### src/rtl/seg7_pkg.sv
// Shared types and constants for the 7-segment scan controller.
//   seg7_t    : active-low segment vector, bit6=a ... bit0=g
//   SEG_BLANK : all segments off
//   HEX7      : hex nibble -> active-low segment pattern
package seg7_pkg;

    typedef logic [6:0] seg7_t;

    localparam seg7_t SEG_BLANK = 7'b1111111;

    localparam seg7_t HEX7 [0:15] = '{
        7'b0000001,  // 0
        7'b1001111,  // 1
        7'b0010010,  // 2
        7'b0000110,  // 3
        7'b1001100,  // 4
        7'b0100100,  // 5
        7'b0100000,  // 6
        7'b0001111,  // 7
        7'b0000000,  // 8
        7'b0000100,  // 9
        7'b0001000,  // A
        7'b1100000,  // b
        7'b0110001,  // C
        7'b1000010,  // d
        7'b0110000,  // E
        7'b0111000   // F
    };

endpackage

### src/rtl/hex7_decode.sv
// Combinational hex nibble to active-low 7-segment decoder.
//   nib : input  [3:0] hex digit
//   seg : output seg7_t active-low segments (bit6=a ... bit0=g)
module hex7_decode
    import seg7_pkg::*;
(
    input  logic [3:0] nib,
    output seg7_t      seg
);

    always_comb begin
        seg = HEX7[nib];
    end

endmodule

### src/rtl/seg7_scan_ctrl.sv
// Time-multiplexed driver for a DIGITS-wide hex 7-segment display with a
// scan prescaler, double-buffered (tear-free) updates, per-digit enable and
// leading-zero blanking.
//   clk        : system clock
//   rst_n      : asynchronous active-low reset
//   load       : one-cycle strobe capturing value into the pending buffer
//   value      : 4*DIGITS hex digits, nibble k shown on digit k
//   digit_en   : per-digit enable, 0 forces the digit dark (live)
//   blank_lz   : 1 enables leading-zero blanking (live)
//   an_n       : active-low one-hot anode select
//   seg_n      : active-low segments, bit6=a ... bit0=g
//   frame_done : one-cycle pulse after each scan wrap to digit 0
module seg7_scan_ctrl
    import seg7_pkg::*;
#(
    parameter int unsigned DIGITS   = 8,
    parameter int unsigned PRESCALE = 1000
) (
    input  logic                  clk,
    input  logic                  rst_n,
    input  logic                  load,
    input  logic [4*DIGITS-1:0]   value,
    input  logic [DIGITS-1:0]     digit_en,
    input  logic                  blank_lz,
    output logic [DIGITS-1:0]     an_n,
    output logic [6:0]            seg_n,
    output logic                  frame_done
);

    localparam int unsigned PW = (PRESCALE > 1) ? $clog2(PRESCALE) : 1;
    localparam int unsigned IW = (DIGITS > 1) ? $clog2(DIGITS) : 1;

    localparam logic [PW-1:0] PRESC_LAST = PW'(PRESCALE - 1);
    localparam logic [IW-1:0] IDX_LAST   = IW'(DIGITS - 1);

    logic [PW-1:0]         presc;
    logic [IW-1:0]         idx;
    logic [4*DIGITS-1:0]   pending;
    logic                  pending_valid;
    logic [4*DIGITS-1:0]   disp;
    logic                  disp_valid;

    logic                  tick;
    logic                  wrap;

    assign tick = (presc == PRESC_LAST);
    assign wrap = tick && (idx == IDX_LAST);

    always_ff @(posedge clk or negedge rst_n) begin
        if (!rst_n) begin
            presc         <= '0;
            idx           <= '0;
            pending       <= '0;
            pending_valid <= 1'b0;
            disp          <= '0;
            disp_valid    <= 1'b0;
            frame_done    <= 1'b0;
        end else begin
            presc      <= tick ? '0 : presc + PW'(1);
            frame_done <= wrap;

            if (tick) begin
                idx <= (idx == IDX_LAST) ? '0 : idx + IW'(1);
            end

            if (wrap) begin
                // A load landing on the wrap bypasses pending and supersedes it.
                if (load) begin
                    disp       <= value;
                    disp_valid <= 1'b1;
                end else if (pending_valid) begin
                    disp       <= pending;
                    disp_valid <= 1'b1;
                end
                pending_valid <= 1'b0;
            end else if (load) begin
                pending       <= value;
                pending_valid <= 1'b1;
            end
        end
    end

    logic [3:0]        nib;
    logic              en_sel;
    logic              upper_zero;
    logic              lz;
    logic              dark;
    logic [DIGITS-1:0] onehot;
    seg7_t             dec_seg;

    // Digit select, enable select and the "this digit and all above are
    // zero" test are unrolled per digit instead of using variable slices,
    // so only in-range digits are ever addressed.
    always_comb begin
        nib        = '0;
        en_sel     = 1'b0;
        upper_zero = 1'b1;
        onehot     = '0;
        for (int unsigned k = 0; k < DIGITS; k++) begin
            if (IW'(k) == idx) begin
                nib       = disp[4*k +: 4];
                en_sel    = digit_en[k];
                onehot[k] = 1'b1;
            end
            if ((IW'(k) >= idx) && (disp[4*k +: 4] != 4'h0)) begin
                upper_zero = 1'b0;
            end
        end
        lz   = blank_lz && (idx != '0) && upper_zero;
        dark = !disp_valid || !en_sel || lz;
    end

    hex7_decode u_hex7_decode (
        .nib (nib),
        .seg (dec_seg)
    );

    always_comb begin
        an_n  = '1;
        seg_n = SEG_BLANK;
        if (!dark) begin
            an_n  = ~onehot;
            seg_n = dec_seg;
        end
    end

endmodule

### config.mk
export PLATFORM = sky130hd
export DESIGN_NAME = seg7_scan_ctrl
export DESIGN_NICKNAME = d
export VERILOG_FILES = /design/src/rtl/seg7_pkg.sv /design/src/rtl/hex7_decode.sv /design/src/rtl/seg7_scan_ctrl.sv
export SDC_FILE = /design/constraint.sdc
export NUM_CORES = 1
export LEC_CHECK = 0
export CAP_MARGIN = 20
export CORE_ASPECT_RATIO = 0.75
export CORE_MARGIN = 5
export CORE_UTILIZATION = 40
export DETAILED_ROUTE_END_ITERATION = 8
export HOLD_SLACK_MARGIN = 0.02
export REMOVE_ABC_BUFFERS = 1
export SYNTH_ARGS = -nofsm -noshare
export SYNTH_HDL_FRONTEND = slang
export SYNTH_SLANG_ARGS = --single-unit
### constraint.sdc
create_clock -name clk -period 2.7 [get_ports clk]
set_input_delay 0.27 -clock clk [delete_from_list [all_inputs] [get_ports clk]]
set_output_delay 0.27 -clock clk [all_outputs]
set_load 0.005 [all_outputs]
==> run_results.csv <==
group,metric,value,unit
sta,finalClockSkew,5.01,ps
sta,worst_slew_pin_slew,520,ps
outcome,outcome,"complete, but fails checks",
clock_network,cts_tree,"built",
floorplan,die-area,12900,µm²
pwr,p_sw,0.000614,W
worst_setup_path,crit_arrival,2910,ps
detailed_routing,postRouteAntennaNets,0,
final_layout,area_growth,47.2,%
final_layout,drive_gt1_share,36.2,%
detailed_routing,vias,3707,
global_route,overflow,0,
floorplan,start_util,41.3,%
detailed_routing,drc_errors,0,
sta,period_share,118,%
worst_setup_path,critPathKind,"reg -> out",
place,hpwl,8310,µm
detailed_routing,routed_wl,12000,µm
pwr,power_leakage,2.70,nW
worst_setup_path,worst_setup_path_end_kind,"output pin",
detailed_routing,dr.pass1.iters,4,
floorplan,dieWidth,130,µm
synthesis,syn-instance-count,421,
synthesis,synth_edf_count,0,
sta,setup_tns,-4010,ps
floorplan,rows,32,
global_route,first_global_vias,3725,
clock_network,htree_levels,3,
final_layout,layout_common_cells,"buf_4 (81), dfrtp_1 (78), nand2_1 (60)",
final_layout,antenna_cells,0,
synthesis,synth_cell_types,53,
run,cap_viol_max_count,0,
synthesis,async_flop_share,100,%
clock_network,clkSinkCount,80,
sta,finalHoldViolCount,0,
clock_network,root_buffer,"clkbuf_16",
pwr,p_total,0.00273,W
floorplan,ioPinCount,60,
pwr,switching_share,22.4,%
sta,setup_slack,-482,ps
sta,fin_crit,3180,ps
clock_network,insertion_delay,340,ps
final_layout,fin_nets,614,
global_route,grt_max_degree,81,
sta,max_freq,314,MHz
worst_setup_path,cp_max_fo,5,
synthesis,seq_area_frac_synth,46.5,%
synthesis,yosysWarningCount,0,
detailed_routing,viasPerCell,5.30,
detailed_routing,drtIter0Drc,166,
global_route,grt_first_pass_wirelength,19100,µm
synthesis,syn_area_per_cell,10.2,µm²
sta,slew_viol_final,0,
final_layout,n_fill_cell,881,
sta,setup_viol,14,
worst_setup_path,crit_path_start_kind,"flop",
pwr,seqPwrFrac,46.4,%
final_layout,seqCellArea,2000,µm²
pwr,ir_drop,0.413,mV
sta,holdWs,394,ps
synthesis,synth-main-ff-cell,"dfrtp_1",
clock_network,clkSlewWorstSetupHoldPaths,60,ps
pwr,p_comb_share,7.9,%
place,gp_congestion,0.974,
sta,slew_headroom,65.0,%
floorplan,die_h,99.8,µm
final_layout,multi_input_area,2460,µm²
final_layout,layout_commonest_cell,"buf_4",
pwr,powerDensity,432,nW/µm²
pwr,pwr-share-clk,45.7,%
detailed_routing,routedWlPerCell,17.1,µm
worst_setup_path,critPathRequiredTime,2430,ps
outcome,violations,"negative setup slack",
place,io_buffers,59,
synthesis,synth.ff_latch_count,80,
global_route,gr-usage-all-layers,18.7,%
min_path,hold_class,"in -> async",
floorplan,coreArea,10400,µm²
sta,rsz0062_at_grt,"yes",
pwr,internal_power,0.00212,W
clock_network,clock_path_buffers,2,
global_route,antenna_found_initial,0,
synthesis,syn-cell-area,4300,µm²
clock_network,cts_buffers,9,
[worst max-delay path: stages (launching register included)]
cell,delay (ps)
dfrtp_2,470
ha_4,180
buf_6,110
a311oi_4,300
o221ai_2,160
a221o_1,390
buf_6,150
ha_4,240
a2111oi_4,360
a41oi_2,60
buf_2,140
[cell type report]
class	count	share of cell area, %
Tap cell	136	2.69
Clock inverter	6	1.03
Sequential cell	80	31.7
Timing Repair Buffer	155	21.3
Clock buffer	10	3.77
Inverter	9	0.632
Multi-Input combinational cell	304	38.9
[synth_stat cells, types with 5 or more instances]
cell type  count  area [µm²]
dfrtp_1       80        2000
nand2_1       62         233
o21ai_0       45         225
mux2i_1       36         360
mux2_2        27         304
nor2_1        18        67.6
clkbuf_1      15        56.3
ha_1          11         138
nand3_1       11        55.1
buf_2         10        50.1
a21oi_1        9        45.0
inv_1          8        30.0
mux2_1         5        56.3
nand2b_1       5        31.3
nor4_1         5        31.3
[power groups by stage]
stage / Sequential [W] / Combinational, W / Clock (W)
CTS: 0.00127 / 0.000215 / 0.00128
finish: 0.00127 / 0.000216 / 0.00125
floorplan: 0.00129 / 0.0000916 / 0
detailed placement: 0.00129 / 0.000214 / 0
global placement: 0.00129 / 0.000210 / 0
global route: 0.00127 / 0.000240 / 0.00132
[layer usage]
| metal | wire length, µm | vias up | GRT usage (%) | share of wire (%) |
|---|---|---|---|---|
| met5 | 0 | - | 0 | 0 |
| met4 | 250 | 0 | 4.31 | 2.1 |
| met3 | 594 | 22 | 3.67 | 4.9 |
| met2 | 5360 | 90 | 29.7 | 45 |
| met1 | 5800 | 1805 | 26.5 | 48 |
| li1 | - | 1790 | - | - |
[cells by family (layout without fill, tap and decap cells)]
group / count (synthesis) / count (layout) / share of synthesized area, %
adder cells (fa/ha/maj): 11 / 11 / 3.20
flip-flops: 80 / 80 / 46.5
buffers and inverters: 37 / 180 / 3.72
XOR/XNOR: 7 / 7 / 1.43
multiplexers: 68 / 68 / 16.8
AO/OA/AOI/OAI: 95 / 95 / 15.0
AND/OR/NAND/NOR: 123 / 123 / 13.4
[sequential cells by signal (all words and copies together) (netlist names)]
name and flops:
disp 32, pending 32, presc 10, idx 3, disp_valid 1, frame_done 1, pending_valid 1
[what timing repair did]
action / 4_1_cts / 5_1_grt
hold endpoints to repair: 0 / 26
hold buffers: 0 / 1
cloned: 0 / 0
setup endpoints to repair: 15 / 15
setup buffers: 22 / 8
pin swaps: 18 / 19
gates resized for setup: 93 / 34
[path summary, 6_finish.rpt]
check | from | endpoint | slack [ps] | cells after the start
max in group asynchronous | rst_n | disp[26] | 1720 | 3
min in group clk | disp_valid | disp_valid | 470 | 1
setup reg to reg | idx[1] | pending[8] | 440 | 8
hold / removal | rst_n | pending[16] | 390 | 2
hold reg to reg | disp_valid | disp_valid | 470 | 1
setup / recovery | idx[1] | seg_n[3] | -480 | 10
[metrics by stage]
step | area (µm²) | setup WS, ps | util (%) | instances
2_1_floorplan | 4180 | -604 | - | 393
3_3_place_gp | 5410 | -500 | 52.0 | 652
3_5_place_dp | 5410 | -584 | 52.0 | 652
4_1_cts | 6070 | -421 | 58.3 | 690
5_1_grt | 6330 | -578 | 60.8 | 700
6_report | 6330 | -482 | 60.8 | 700
Power figures use the tool's default switching activity.
